==> src/rtl/alarm_scheduler.sv <==
// alarm_scheduler
//   Holds NB_CAPTURES alarm channels that feed an external comparator bank and
//   turns the comparator match pulses into a single handshaked event stream.
//   Each channel has an alarm value, a reload period, a one-shot/periodic mode
//   and an armed bit. An armed hit marks the channel pending (and overrun when
//   it was already pending), then either reloads the alarm (periodic, period
//   != 0) or disarms the channel. A two-state FSM presents pending channels
//   one at a time using a round-robin search that starts after the last grant.
//
// Ports
//   clk_i, rst_i        clock, synchronous active-high reset
//   cfg_valid_i/ready_o configuration handshake (ready drops for one cycle
//                       after every accept)
//   cfg_ch_i            target channel; out-of-range index -> cfg_err_o pulse
//   cfg_alarm_i         first alarm value
//   cfg_period_i        reload period
//   cfg_periodic_i      1 = periodic, 0 = one-shot
//   cfg_arm_i           1 = arm, 0 = disarm
//   cfg_err_o           one-cycle pulse on a bad channel index
//   alarm_en_o          per-channel armed flags to the comparator bank
//   alarm_o             packed alarm values, channel i at [i*TIMER_BITWIDTH +: TIMER_BITWIDTH]
//   hit_i               per-channel match pulses (clk_i domain)
//   evt_valid_o/ready_i event handshake
//   evt_ch_o            channel of the presented event
//   pending_o           sticky pending flags
//   overrun_o           sticky overrun flags
module alarm_scheduler #(
  parameter int TIMER_BITWIDTH = 32,
  parameter int NB_CAPTURES    = 10,
  parameter int CH_BITS        = 4
) (
  input  logic                               clk_i,
  input  logic                               rst_i,
  input  logic                               cfg_valid_i,
  output logic                               cfg_ready_o,
  input  logic [CH_BITS-1:0]                 cfg_ch_i,
  input  logic [TIMER_BITWIDTH-1:0]          cfg_alarm_i,
  input  logic [TIMER_BITWIDTH-1:0]          cfg_period_i,
  input  logic                               cfg_periodic_i,
  input  logic                               cfg_arm_i,
  output logic                               cfg_err_o,
  output logic [NB_CAPTURES-1:0]             alarm_en_o,
  output logic [TIMER_BITWIDTH*NB_CAPTURES-1:0] alarm_o,
  input  logic [NB_CAPTURES-1:0]             hit_i,
  output logic                               evt_valid_o,
  input  logic                               evt_ready_i,
  output logic [CH_BITS-1:0]                 evt_ch_o,
  output logic [NB_CAPTURES-1:0]             pending_o,
  output logic [NB_CAPTURES-1:0]             overrun_o
);

  typedef enum logic {IDLE = 1'b0, PRESENT = 1'b1} state_t;

  logic [TIMER_BITWIDTH-1:0] alarm_q  [NB_CAPTURES];
  logic [TIMER_BITWIDTH-1:0] period_q [NB_CAPTURES];
  logic [NB_CAPTURES-1:0]    periodic_q, armed_q, pending_q, overrun_q;
  logic                      cfg_ready_q, cfg_err_q;

  state_t                    state_q, state_d;
  logic                      evt_valid_q, evt_valid_d;
  logic [CH_BITS-1:0]        evt_ch_q, evt_ch_d;
  logic [CH_BITS-1:0]        last_grant_q, last_grant_d;

  logic                      cfg_accept, cfg_ch_ok, evt_ack;
  logic [NB_CAPTURES-1:0]    cfg_load, hit_eff, ack_clr;
  logic                      grant_found;
  logic [CH_BITS-1:0]        grant_ch;

  assign cfg_accept = cfg_valid_i & cfg_ready_q;
  assign cfg_ch_ok  = (32'(cfg_ch_i) < 32'(NB_CAPTURES));
  assign evt_ack    = (state_q == PRESENT) & evt_ready_i;

  // Per-channel decode. A config on a channel wins over a same-cycle hit.
  always_comb begin
    cfg_load = '0;
    hit_eff  = '0;
    ack_clr  = '0;
    for (int i = 0; i < NB_CAPTURES; i++) begin
      cfg_load[i] = cfg_accept & (cfg_ch_i == CH_BITS'(i));
      hit_eff[i]  = hit_i[i] & armed_q[i] & ~cfg_load[i];
      ack_clr[i]  = evt_ack & (evt_ch_q == CH_BITS'(i));
    end
  end

  // Config handshake: ready is low for the cycle after each accept.
  always_ff @(posedge clk_i) begin
    if (rst_i) begin
      cfg_ready_q <= 1'b0;
      cfg_err_q   <= 1'b0;
    end else begin
      cfg_ready_q <= ~cfg_accept;
      cfg_err_q   <= cfg_accept & ~cfg_ch_ok;
    end
  end

  // Channel state. A hit that lands on the acknowledged channel keeps it
  // pending without flagging an overrun, so the event is re-presented.
  always_ff @(posedge clk_i) begin
    if (rst_i) begin
      for (int i = 0; i < NB_CAPTURES; i++) begin
        alarm_q[i]  <= '0;
        period_q[i] <= '0;
      end
      periodic_q <= '0;
      armed_q    <= '0;
      pending_q  <= '0;
      overrun_q  <= '0;
    end else begin
      for (int i = 0; i < NB_CAPTURES; i++) begin
        if (cfg_load[i]) begin
          alarm_q[i]    <= cfg_alarm_i;
          period_q[i]   <= cfg_period_i;
          periodic_q[i] <= cfg_periodic_i;
          armed_q[i]    <= cfg_arm_i;
          overrun_q[i]  <= 1'b0;
        end else if (hit_eff[i]) begin
          if (periodic_q[i] && (period_q[i] != '0)) begin
            alarm_q[i] <= alarm_q[i] + period_q[i];
          end else begin
            armed_q[i] <= 1'b0;
          end
          if (pending_q[i] && !ack_clr[i]) begin
            overrun_q[i] <= 1'b1;
          end
        end
        if (hit_eff[i]) begin
          pending_q[i] <= 1'b1;
        end else if (ack_clr[i]) begin
          pending_q[i] <= 1'b0;
        end
      end
    end
  end

  // Round-robin pick: lowest pending index above last_grant, else wrap to
  // the lowest pending index at or below it.
  always_comb begin
    grant_found = 1'b0;
    grant_ch    = '0;
    for (int k = 0; k < NB_CAPTURES; k++) begin
      if (!grant_found && pending_q[k] && (CH_BITS'(k) > last_grant_q)) begin
        grant_found = 1'b1;
        grant_ch    = CH_BITS'(k);
      end
    end
    for (int k = 0; k < NB_CAPTURES; k++) begin
      if (!grant_found && pending_q[k] && (CH_BITS'(k) <= last_grant_q)) begin
        grant_found = 1'b1;
        grant_ch    = CH_BITS'(k);
      end
    end
  end

  // Event FSM next state.
  always_comb begin
    state_d      = state_q;
    evt_valid_d  = evt_valid_q;
    evt_ch_d     = evt_ch_q;
    last_grant_d = last_grant_q;
    case (state_q)
      IDLE: begin
        if (grant_found) begin
          state_d     = PRESENT;
          evt_valid_d = 1'b1;
          evt_ch_d    = grant_ch;
        end
      end
      PRESENT: begin
        if (evt_ready_i) begin
          state_d      = IDLE;
          evt_valid_d  = 1'b0;
          last_grant_d = evt_ch_q;
        end
      end
      default: begin
        state_d     = IDLE;
        evt_valid_d = 1'b0;
      end
    endcase
  end

  always_ff @(posedge clk_i) begin
    if (rst_i) begin
      state_q      <= IDLE;
      evt_valid_q  <= 1'b0;
      evt_ch_q     <= '0;
      last_grant_q <= CH_BITS'(NB_CAPTURES - 1);
    end else begin
      state_q      <= state_d;
      evt_valid_q  <= evt_valid_d;
      evt_ch_q     <= evt_ch_d;
      last_grant_q <= last_grant_d;
    end
  end

  assign cfg_ready_o = cfg_ready_q;
  assign cfg_err_o   = cfg_err_q;
  assign alarm_en_o  = armed_q;
  assign pending_o   = pending_q;
  assign overrun_o   = overrun_q;
  assign evt_valid_o = evt_valid_q;
  assign evt_ch_o    = evt_ch_q;

  for (genvar g = 0; g < NB_CAPTURES; g++) begin : g_alarm_out
    assign alarm_o[g*TIMER_BITWIDTH +: TIMER_BITWIDTH] = alarm_q[g];
  end

endmodule
==> config.mk <==
export PLATFORM = sky130hd
export DESIGN_NAME = alarm_scheduler
export DESIGN_NICKNAME = d
export VERILOG_FILES = /design/src/rtl/alarm_scheduler.sv
export SDC_FILE = /design/constraint.sdc
export NUM_CORES = 2
export LEC_CHECK = 0
export CORE_UTILIZATION = 58
export CTS_BUF_LIST = sky130_fd_sc_hd__clkbuf_16
export DETAILED_ROUTE_END_ITERATION = 8
export GPL_TIMING_DRIVEN = 0
export PLACE_DENSITY = 0.81
export SLEW_MARGIN = 5
export SYNTH_ARGS = -nofsm -noshare
export SYNTH_HDL_FRONTEND = slang
export SYNTH_SLANG_ARGS = --single-unit
==> constraint.sdc <==
create_clock -name clk_i -period 4.4 [get_ports clk_i]
set_input_delay 0.44 -clock clk_i [delete_from_list [all_inputs] [get_ports clk_i]]
set_output_delay 0.44 -clock clk_i [all_outputs]
set_load 0.005 [all_outputs]
==> flow_summary.json <==
{
  "outcome": "finished, violations left",
  "failed_checks": "max-capacitance violations, max-slew violations",
  "crit_chain": "clkdlybuf4s50_1, buf_2, nand2b_1, nor3_1, nor2_1, clkinvlp_4, nor3_4, inv_1, buf_2, clkbuf_1, nand2_4",
  "cts_hold_buf": 0,
  "fin_area_um2": 50900,
  "h-tree-depth": 3,
  "synth_edf_count": 640,
  "slew_viol_final": 59,
  "drt_pass1_iterations": 8,
  "synth_nets": 4483,
  "instances_no_fill": 5632,
  "grt_start_max_net_pins": 35,
  "synthCells": 4079,
  "power.combinational.fraction_pct": 12.8,
  "grt_pass1_vias": 34600,
  "async_reset_ff_share_pct": 0,
  "routed-via-count": 37700,
  "fin_nets": 4974,
  "synth-main-ff-cell": "edfxtp_1",
  "ant_nets": 0,
  "final_common_cell": "edfxtp_1",
  "timing.fmax_mhz": 233,
  "finClkSkew_ns": 0.0273,
  "fin_hold_ws_ns": 0.472,
  "cpMaxStageDelayCell": "nor3_4",
  "critPathMaxFanout": 32,
  "worst_ep_arrival_time_ns": 4.55,
  "period_share_pct": 97.4,
  "dieArea_um2": 74600,
  "final_cell_mix": "edfxtp_1, clkdlybuf4s50_1, nand2_1",
  "internal-power_uw": 12400,
  "die_h_um": 273,
  "drt_iter0_markers": 5164,
  "pwr-share-seq_pct": 45.5,
  "numPortBuffers": 406,
  "drt_wl_total_um": 161000,
  "antenna_found_initial": 31,
  "vias_per_cell": 6.69,
  "start_util_pct": 58.6,
  "cts_tree": "done",
  "grt_pass1_wl_um": 226000,
  "io_pins": 441,
  "cp-start-kind": "primary input",
  "critPathKind": "in2reg",
  "crit_start": "cfg_ch_i[2]",
  "globalplace.congestion": 0.999,
  "detailed_place.area_um2": 48000,
  "clockBufferDepth": 3,
  "r2r_cells": 8,
  "synth_area_um2": 42600,
  "cp_num_buf_inv": 6,
  "maxCapViolCount": 4,
  "critical_path_depth": 11,
  "setup_violations": 0,
  "hold_path_class": "reg2reg",
  "power_density_nw_per_um2": 328,
  "power.leakage_uw": 0.0203,
  "relSlewSlack_pct": -9.69,
  "cpPeakStageDelay_ns": 0.66,
  "clk_latency_ns": 0.64,
  "path_delay_family": "simple AND/OR/NAND/NOR gates",
  "endpoint_kind": "flip-flop",
  "cts.sinks": 692,
  "synth_cell_types": 85,
  "required_ns": 4.67,
  "rows": 99,
  "min_period_ns": 4.29,
  "coreArea_um2": 72800,
  "crit_end": "alarm_q[6][10]",
  "power_switching_uw": 4350,
  "setup_ws_ns": 0.112,
  "cts_setup_buffers": 0,
  "die_w_um": 273,
  "hold_violations": 0,
  "syn_avg_cell_area_um2": 10.5,
  "grtUsageTotal_pct": 41.9,
  "tightest_slew_ns": 1.64,
  "numCtsBuffers": 78,
  "swShare_pct": 26.0,
  "layout-drive-gt1-share_pct": 4.94,
  "remaining_drc_errors": 0,
  "pwr-share-clk_pct": 41.7,
  "rrSetupSlack_ns": 0.26,
  "clockRootBuffer": "clkbuf_16",
  "wl_per_cell_um": 28.6,
  "ys_ff_latch": 692,
  "dp.cells": 5446,
  "synth_warnings": 0,
  "seq_area_frac_synth_pct": 47.5,
  "reg2reg_from": "cfg_ready_o",
  "hpwlAfterDp_um": 108000,
  "rr_endpoint": "alarm_q[1][22]",
  "synthToLayoutAreaGrowth_pct": 19.3,
  "max-vdd-ir-drop_uv": 267,
  "cp_common_cell": "buf_2",
  "grt_overflow": 0,
  "place_ws_ns": -0.939,
  "clk_pin_slew_worst_paths_ns": 0.07
}
[flip-flops by register name, summed over array words and instances, names as in the netlist]
| signal | cells |
|---|---|
| cfg_ready_o | 1 |
| evt_ch_o | 4 |
| alarm_q | 320 |
| periodic_q | 10 |
| last_grant_q | 4 |
| evt_valid_o | 1 |
| period_q | 320 |
| overrun_o | 10 |
| alarm_en_o | 10 |
| pending_o | 10 |
| state_q | 1 |
| cfg_err_o | 1 |
[power groups by stage]
stage,logic (uW),registers [uW],clock network [uW]
2_1_floorplan,1160,7650,0
3_3_place_gp,1990,7740,0
3_5_place_dp,2040,7730,0
4_1_cts,2060,7600,6940
5_1_grt,2250,7610,7200
6_report,2130,7610,6970
[kinds of logic after synthesis]
group | Yosys count | synth area share [%]
AOI/OAI and AO/OA | 1225 | 18.9
xor gates and xnor gates | 260 | 5.34
adders and majority gates | 320 | 9.56
buffers and inverters | 250 | 2.22
DFF | 692 | 47.5
muxes | 12 | 0.299
and+or+nand+nor | 1320 | 16.2
[metrics by stage]
step / TNS, ns / total power (uW) / utilization [%]
floorplan: 0 / 8820 / -
global placement: -295.40 / 9730 / 65.8
detailed placement: -117.52 / 9770 / 66.0
CTS: 0 / 16600 / 69.7
global route: -0.00354 / 17100 / 69.8
finish: 0 / 16700 / 69.9
[cell usage after synthesis (28+ instances only)]
| master | n | area share [%] |
|---|---|---|
| ha_1 | 310 | 9.1 |
| buf_1 | 30 | 0.26 |
| and3_1 | 38 | 0.56 |
| nor2_1 | 127 | 1.1 |
| nand4_1 | 31 | 0.45 |
| nand2_1 | 404 | 3.6 |
| nor3_1 | 48 | 0.56 |
| and2_1 | 337 | 4.9 |
| a31oi_1 | 30 | 0.44 |
| o21ai_1 | 28 | 0.33 |
| a211oi_1 | 28 | 0.49 |
| a21oi_1 | 248 | 2.9 |
| o21bai_1 | 33 | 0.58 |
| edfxtp_1 | 640 | 45 |
| a22o_1 | 101 | 2.1 |
| clkbuf_1 | 109 | 0.96 |
| inv_1 | 104 | 0.92 |
| o21ai_0 | 340 | 4.0 |
| a21o_1 | 161 | 2.8 |
| o21a_1 | 59 | 1.0 |
| dfxtp_1 | 52 | 2.4 |
| nand3_1 | 70 | 0.82 |
| nand2b_1 | 53 | 0.78 |
| xor2_1 | 119 | 2.4 |
| xnor2_1 | 141 | 2.9 |
| nor2b_1 | 38 | 0.56 |
| o31ai_1 | 31 | 0.55 |
| nor4_1 | 90 | 1.3 |
[worst min-delay path by stage]
stage	endpoint	cells after the start	startpoint	slack, ns
5_1_grt	overrun_o[8]	3	hit_i[8]	0.49
3_3_place_gp	overrun_o[9]	2	overrun_o[9]	0.43
4_1_cts	overrun_o[8]	3	hit_i[8]	0.45
2_1_floorplan	periodic_q[2]	2	periodic_q[2]	0.43
3_5_place_dp	periodic_q[6]	2	periodic_q[6]	0.46
6_report	periodic_q[6]	2	periodic_q[6]	0.47
[what timing repair did]
item / in CTS / in global routing
setup endpoints to repair: 128 / 128
gates cloned: 1 / 2
gates resized for setup: 5 / 7
[tightest hold or removal path, cell delays in order (launching register included)]
cell and delay, ns:
dfxtp_1 0.32, nand2_1 0.05, a21oi_1 0.05
[final cells by class]
class,instances,area [um^2]
Fill cell,5450,21900
Multi-Input combinational cell,3137,21500
Sequential cell,692,20300
Timing Repair Buffer,408,4110
Clock buffer,81,2030
Tap cell,959,1200
Clock inverter,60,653
Buffer,145,593
Inverter,105,408
Antenna cell,42,105
Timing Repair inverter,3,15.0
[routing by layer]
| metal | global-route usage (%) | up-vias | part of all wire, % |
|---|---|---|---|
| li1 | - | 16400 | - |
| met1 | 53.0 | 17900 | 36 |
| met2 | 61.8 | 2804 | 43 |
| met3 | 11.6 | 585 | 14 |
| met4 | 30.4 | 8 | 7.4 |
| met5 | 0 | - | 0.031 |
(Power assumes the default switching activity.)
